## src/rtl/lotr_pkg.sv

```systemverilog
// lotr_pkg -- shared types and constants for the LOTR ring/core blocks.
//   t_opcode      : ring request opcode
//   I_MEM_REGION  : address region decoded from addr[MSB_REGION:LSB_REGION]
//   MSB_I_MEM     : top byte-address bit of the instruction memory
//   t_imem_owner  : who owns the memory read data returning next cycle
//   t_imem_req    : one buffered ring request (opcode, word address, data)
package lotr_pkg;

    typedef enum logic [1:0] {
        RD     = 2'b00,
        RD_RSP = 2'b01,
        WR     = 2'b10,
        WR_RSP = 2'b11
    } t_opcode;

    localparam int MSB_REGION = 31;
    localparam int LSB_REGION = 28;
    localparam logic [MSB_REGION-LSB_REGION:0] I_MEM_REGION = 4'h1;
    localparam int MSB_I_MEM = 12;

    typedef enum logic [1:0] {
        NONE = 2'b00,
        CORE = 2'b01,
        RING = 2'b10
    } t_imem_owner;

    typedef struct packed {
        t_opcode               opcode;
        logic [MSB_I_MEM:2]    addr;
        logic [31:0]           data;
    } t_imem_req;

endpackage

```

## src/rtl/i_mem_req_fifo.sv

```systemverilog
// i_mem_req_fifo -- small request buffer with wrapping pointers and an
// occupancy counter.
//   QClk, RstQnnnL : clock, asynchronous active-low reset
//   Push, WrData   : write an entry (ignored when Full)
//   Pop, RdData    : drop the head entry (ignored when Empty); RdData is the head
//   Count          : number of valid entries
//   Full, Empty    : occupancy flags
// DEPTH must be a power of two so the pointers wrap by plain overflow.
module i_mem_req_fifo #(
    parameter int DEPTH = 2,
    parameter int WIDTH = 8
) (
    input  logic                     QClk,
    input  logic                     RstQnnnL,
    input  logic                     Push,
    input  logic                     Pop,
    input  logic [WIDTH-1:0]         WrData,
    output logic [WIDTH-1:0]         RdData,
    output logic [$clog2(DEPTH):0]   Count,
    output logic                     Full,
    output logic                     Empty
);

    localparam int PTR_W = $clog2(DEPTH);

    logic [WIDTH-1:0] entries [DEPTH];
    logic [PTR_W-1:0] wrPtr;
    logic [PTR_W-1:0] rdPtr;
    logic             doPush;
    logic             doPop;

    assign Full   = (Count == (PTR_W+1)'(DEPTH));
    assign Empty  = (Count == '0);
    // A push on the full cycle is dropped; a pop that cycle still goes ahead.
    assign doPush = Push && !Full;
    assign doPop  = Pop && !Empty;
    assign RdData = entries[rdPtr];

    // Storage carries no reset; only the pointers and count define validity.
    always_ff @(posedge QClk) begin
        if (doPush) begin
            entries[wrPtr] <= WrData;
        end
    end

    always_ff @(posedge QClk or negedge RstQnnnL) begin
        if (!RstQnnnL) begin
            wrPtr <= '0;
            rdPtr <= '0;
            Count <= '0;
        end else begin
            if (doPush) begin
                wrPtr <= wrPtr + 1'b1;
            end
            if (doPop) begin
                rdPtr <= rdPtr + 1'b1;
            end
            case ({doPush, doPop})
                2'b10:   Count <= Count + 1'b1;
                2'b01:   Count <= Count - 1'b1;
                default: Count <= Count;
            endcase
        end
    end

endmodule

```

## src/rtl/i_mem_arb.sv

```systemverilog
// i_mem_arb -- arbitrates the single-port instruction memory between the
// core fetch port and buffered ring requests.
//   QClk, RstQnnnL       : clock, asynchronous active-low reset
//   PcQ100H/RdEnable...  : core fetch request; FetchGntQ100H is combinational
//   InstFetch/InstValid  : fetch data, one cycle after the grant
//   F2C_Req*Q503H        : ring request in; ready = buffer not full
//   F2C_RspIMem*Q504H    : ring read response, one cycle after the grant
//   Mem*Q500H/Q501H      : memory port, one-cycle read latency
// Handshake: a ring request transfers on a clock edge where valid and ready
// are both high; requests outside the I_MEM region or with a response opcode
// are dropped silently.
module i_mem_arb
    import lotr_pkg::*;
#(
    parameter int FIFO_DEPTH = 2,
    parameter int STARVE_MAX = 4
) (
    input  logic                 QClk,
    input  logic                 RstQnnnL,
    input  logic [31:0]          PcQ100H,
    input  logic                 RdEnableQ100H,
    output logic                 FetchGntQ100H,
    output logic [31:0]          InstFetchQ101H,
    output logic                 InstValidQ101H,
    input  logic                 F2C_ReqValidQ503H,
    input  t_opcode              F2C_ReqOpcodeQ503H,
    input  logic [31:0]          F2C_ReqAddressQ503H,
    input  logic [31:0]          F2C_ReqDataQ503H,
    output logic                 F2C_ReqReadyQ503H,
    output logic                 F2C_RspIMemValidQ504H,
    output logic [31:0]          F2C_I_MemRspDataQ504H,
    output logic [MSB_I_MEM:2]   MemAddrQ500H,
    output logic [31:0]          MemWrDataQ500H,
    output logic                 MemRdEnQ500H,
    output logic                 MemWrEnQ500H,
    input  logic [31:0]          MemRdDataQ501H
);

    localparam int STARVE_W = $clog2(STARVE_MAX + 1);

    t_imem_req                   pushReq;
    t_imem_req                   headReq;
    logic [$clog2(FIFO_DEPTH):0] fifoCount;
    logic                        fifoFull;
    logic                        fifoEmpty;
    logic                        regionHit;
    logic                        opcodeOk;
    logic                        pushEn;
    logic                        starveHit;
    logic                        coreGnt;
    logic                        ringGnt;
    logic [STARVE_W-1:0]         starveCnt;
    t_imem_owner                 owner;
    logic                        unusedBits;

    assign regionHit = (F2C_ReqAddressQ503H[MSB_REGION:LSB_REGION] == I_MEM_REGION);
    assign opcodeOk  = (F2C_ReqOpcodeQ503H == RD) || (F2C_ReqOpcodeQ503H == WR);
    assign pushEn    = F2C_ReqValidQ503H && F2C_ReqReadyQ503H && regionHit && opcodeOk;

    always_comb begin
        pushReq        = '0;
        pushReq.opcode = F2C_ReqOpcodeQ503H;
        pushReq.addr   = F2C_ReqAddressQ503H[MSB_I_MEM:2];
        pushReq.data   = F2C_ReqDataQ503H;
    end

    i_mem_req_fifo #(
        .DEPTH (FIFO_DEPTH),
        .WIDTH ($bits(t_imem_req))
    ) uReqFifo (
        .QClk     (QClk),
        .RstQnnnL (RstQnnnL),
        .Push     (pushEn),
        .Pop      (ringGnt),
        .WrData   (pushReq),
        .RdData   (headReq),
        .Count    (fifoCount),
        .Full     (fifoFull),
        .Empty    (fifoEmpty)
    );

    // Count is read here only through Full/Empty.
    assign unusedBits = &{1'b0, fifoCount, PcQ100H[31:MSB_I_MEM+1], PcQ100H[1:0],
                          F2C_ReqAddressQ503H[LSB_REGION-1:MSB_I_MEM+1],
                          F2C_ReqAddressQ503H[1:0]};

    assign F2C_ReqReadyQ503H = !fifoFull;

    // Starved core beats the ring; otherwise buffered ring work goes first.
    // Grants are gated by reset so every memory-side output is 0 in reset.
    assign starveHit = (starveCnt == STARVE_W'(STARVE_MAX));
    assign coreGnt   = RstQnnnL && RdEnableQ100H && (starveHit || fifoEmpty);
    assign ringGnt   = RstQnnnL && !fifoEmpty && !coreGnt;

    always_comb begin
        FetchGntQ100H  = coreGnt;
        MemAddrQ500H   = '0;
        MemWrDataQ500H = '0;
        MemRdEnQ500H   = 1'b0;
        MemWrEnQ500H   = 1'b0;
        if (coreGnt) begin
            MemAddrQ500H = PcQ100H[MSB_I_MEM:2];
            MemRdEnQ500H = 1'b1;
        end else if (ringGnt) begin
            MemAddrQ500H = headReq.addr;
            if (headReq.opcode == WR) begin
                MemWrEnQ500H   = 1'b1;
                MemWrDataQ500H = headReq.data;
            end else begin
                MemRdEnQ500H = 1'b1;
            end
        end
    end

    always_ff @(posedge QClk or negedge RstQnnnL) begin
        if (!RstQnnnL) begin
            starveCnt <= '0;
            owner     <= NONE;
        end else begin
            if (!RdEnableQ100H || coreGnt) begin
                starveCnt <= '0;
            end else if (!starveHit) begin
                starveCnt <= starveCnt + 1'b1;
            end

            // Ring writes have no response, so they leave the owner at NONE.
            if (coreGnt) begin
                owner <= CORE;
            end else if (ringGnt && (headReq.opcode == RD)) begin
                owner <= RING;
            end else begin
                owner <= NONE;
            end
        end
    end

    assign InstValidQ101H        = (owner == CORE);
    assign InstFetchQ101H        = InstValidQ101H ? MemRdDataQ501H : '0;
    assign F2C_RspIMemValidQ504H = (owner == RING);
    assign F2C_I_MemRspDataQ504H = F2C_RspIMemValidQ504H ? MemRdDataQ501H : '0;

endmodule

```

## config.mk

```make
export PLATFORM = sky130hd
export DESIGN_NAME = i_mem_arb
export DESIGN_NICKNAME = d
export VERILOG_FILES = /design/src/rtl/lotr_pkg.sv /design/src/rtl/i_mem_req_fifo.sv /design/src/rtl/i_mem_arb.sv
export SDC_FILE = /design/constraint.sdc
export NUM_CORES = 1
export LEC_CHECK = 0
export ABC_AREA = 1
export ABC_CLOCK_PERIOD_IN_PS = 8700
export BUFFER_PORTS_ARGS = -buffer_cell sky130_fd_sc_hd__clkbuf_2
export CORE_ASPECT_RATIO = 0.75
export CORE_MARGIN = 2
export CORE_UTILIZATION = 35
export DETAILED_ROUTE_END_ITERATION = 10
export PLACE_DENSITY = 0.62
export SYNTH_ARGS = -nofsm -noshare
export SYNTH_HDL_FRONTEND = slang
export SYNTH_SLANG_ARGS = --single-unit
```

## constraint.sdc

```tcl
create_clock -name QClk -period 8.7 [get_ports QClk]
set_input_delay 0.435 -clock QClk [delete_from_list [all_inputs] [get_ports QClk]]
set_output_delay 0.435 -clock QClk [all_outputs]
set_load 0.02 [all_outputs]
```

==> results_dict.tcl <==
set metrics [dict create \
    outcome "finished clean" \
    num_vias 4035 \
    cp.required_ns 8.27 \
    cap_violations 0 \
    worst_slew_pin_slew_ns 1.037 \
    critPathMaxFanout 48 \
    synth_area_leaders "edfxtp_1 (57%), nand2_1 (14%), nor2_1 (8.3%)" \
    power.leakage_nw 3.068 \
    drt-initial-drc-count 147 \
    port_buffers 208 \
    setup_tns_ns 0 \
    finClkSkew_ns 0.005890 \
    cts_root_buf "clkbuf_16" \
    cp_top_family "simple AND/OR/NAND/NOR gates" \
    fmax_mhz 264.1 \
    cts.path.max_buffers 2 \
    core_um2 13060 \
    syn-mean-instance-area_um2 9.079 \
    syn_nets 656 \
    multi_input_area_um2 1424 \
    ys_seq_area_frac 0.6213 \
    rows 36 \
    layout_common_cells "clkbuf_2 (208), nand2_1 (172), nor2_1 (103), edfxtp_1 (90), inv_1 (51)" \
    grt_usage 0.1585 \
    grt_max_degree 49 \
    synth_area_um2 4712 \
    grt_overflow 0 \
    powerDensity_nw_per_um2 241.5 \
    antenna_found_initial 0 \
    io_pins 247 \
    fin_crit_sh 0.4353 \
    grt_pass1_vias 3704 \
    critPathMostFrequentCell "nand2_1" \
    drive_above_1_share 0.3217 \
    synth_adder_area_share 0.007966 \
    cts_sinks 99 \
    chipWidth_um 138.0 \
    slowest_stage "dfrtp_2" \
    critPathCaptureType "output pin" \
    vias_per_cell 4.539 \
    setup_viol 0 \
    area_growth_pct 29.18 \
    hold_class "input pin to register" \
    synth-xor-area-share 0.005576 \
    synth_top_family_by_area "simple AND/OR/NAND/NOR gates" \
    die_y_um 104.5 \
    ant_nets 0 \
    clk_latency_ns 0.34 \
    place_area_um2 5814 \
    synth_top_area_cell "edfxtp_1" \
    finalHoldViolCount 0 \
    arrival_ns 3.35 \
    rsz0062_at_grt "false" \
    cts_resized 0 \
    first_pass_iters 5 \
    cts_htree_levels 3 \
    synthSimpleGateAreaFrac 0.2767 \
    relSlewSlack 0.3078 \
    dp_hpwl_mm 7.949 \
    yosysWarnings 0 \
    fin_crit_ns 3.787 \
    path_class "register to output pin" \
    n_fill_cell 1281 \
    synthCells 519 \
    finalInstanceArea_um2 6087 \
    synth_compound_area_frac 0.01036 \
    drc 0 \
    post_drt_wl_per_cell_um 13.08 \
    dieArea_um2 14420 \
    wirelength_mm 11.63 \
    start_util 0.3607 \
    yosysTopAreaCellShare 0.5736 \
    start_kind "register" \
    slew_violations 0 \
    numCtsBuffers 9 \
    grt_pass1_wl_mm 17.88 \
    synth-seq-cells 99 \
    nets 850 \
    path_cells "inv_2 -> nand2_1 -> nand2_2 -> nand2_1 -> nand2_1 -> nand2_1 -> clkbuf_2" \
    ir_drop_v 0.0001270 \
    final_common_cell "clkbuf_2" \
    antenna_cells 0 \
    crit_buf_inv 2 \
    clk_pin_slew_ns 0.06 \
    cts_tree "done" \
    slowest_delay_ns 1.03 \
    seq_area_um2 2929 \
    synthDistinctLibCells 22 \
    gp_congestion 0.7275 \
    synthMuxAreaShare 0 \
]
==> Yosys cell counts, drive strengths merged <==
cell type,n
nand2,176
nor2,104
edfxtp,90
inv,53
nand3,46
buf,20
dfrtp,9
clkbuf,7
o21ai,4
ha,3
a21oi,2
xor2,2
nand3b,1
o21a,1
xnor2,1
==> registers in the layout, indices dropped and copies added (netlist names) <==
signal	flops
uReqFifo.entries	90
uReqFifo.rdPtr	1
uReqFifo.Count	2
starveCnt	3
uReqFifo.wrPtr	1
owner	2
==> final timing paths <==
check / start / end / slack, ns / cells after the start
min reg2reg: uReqFifo.wrPtr / uReqFifo.wrPtr / 0.50 / 2
max: uReqFifo.rdPtr / MemRdEnQ500H / 4.91 / 7
min: F2C_ReqAddressQ503H[4] / uReqFifo.entries[0][34] / 0.28 / 1
min in group asynchronous: RstQnnnL / starveCnt[1] / 0.50 / 2
max reg2reg: starveCnt[0] / uReqFifo.Count[1] / 6.31 / 10
max in group asynchronous: RstQnnnL / uReqFifo.rdPtr / 7.97 / 2
==> cell type report <==
class | instances | area share
flip-flops and latches | 99 | 0.4812
clock buffers | 11 | 0.03823
repair buffers | 210 | 0.1739
well taps | 171 | 0.03515
multi-input cells | 340 | 0.2339
clock inverters | 5 | 0.004933
inverters | 53 | 0.03268
==> power breakdown <==
| group | switching (mW) | internal (mW) | leakage (nW) | total, mW |
|---|---|---|---|---|
| clock | 0.159 | 0.192 | 0.127 | 0.351 |
| sequential | 0.0517 | 0.540 | 0.923 | 0.591 |
| combinational | 0.369 | 0.159 | 2.02 | 0.528 |
==> routing by layer <==
metal	global-route usage	wire length, µm	vias to the layer above
li1	-	-	2026
met1	0.1958	4930	1868
met2	0.2811	5903	130
met3	0.02875	664	11
met4	0.04446	131	0
met5	0	0	-
==> cell families (layout without fill, tap and decap cells) <==
| group | Yosys count | in the layout |
|---|---|---|
| and+or+nand+nor | 327 | 327 |
| adders and majority gates | 3 | 3 |
| buffers and inverters | 80 | 279 |
| AOI/OAI and AO/OA | 7 | 7 |
| DFF | 99 | 99 |
| xor gates and xnor gates | 3 | 3 |
==> what timing repair did <==
item,CTS,global route
hold endpoints to repair,9,0
setup buffers,0,0
hold buffers,1,0
==> per-stage QoR <==
step | utilization | worst slack, ns | std cells | power (mW) | hold WS (ns)
2_1_floorplan | - | 5.605 | 519 | 0.9861 | 0.1394
5_1_grt | 0.4660 | 4.602 | 889 | 1.573 | 0.2749
6_report | 0.4660 | 4.913 | 889 | 1.470 | 0.2849
3_3_place_gp | 0.4451 | 5.217 | 872 | 1.122 | 0.3086
4_1_cts | 0.4660 | 4.846 | 889 | 1.490 | 0.2735
3_5_place_dp | 0.4451 | 5.217 | 872 | 1.135 | 0.3189
No activity file was read; power rests on OpenSTA's default activity.
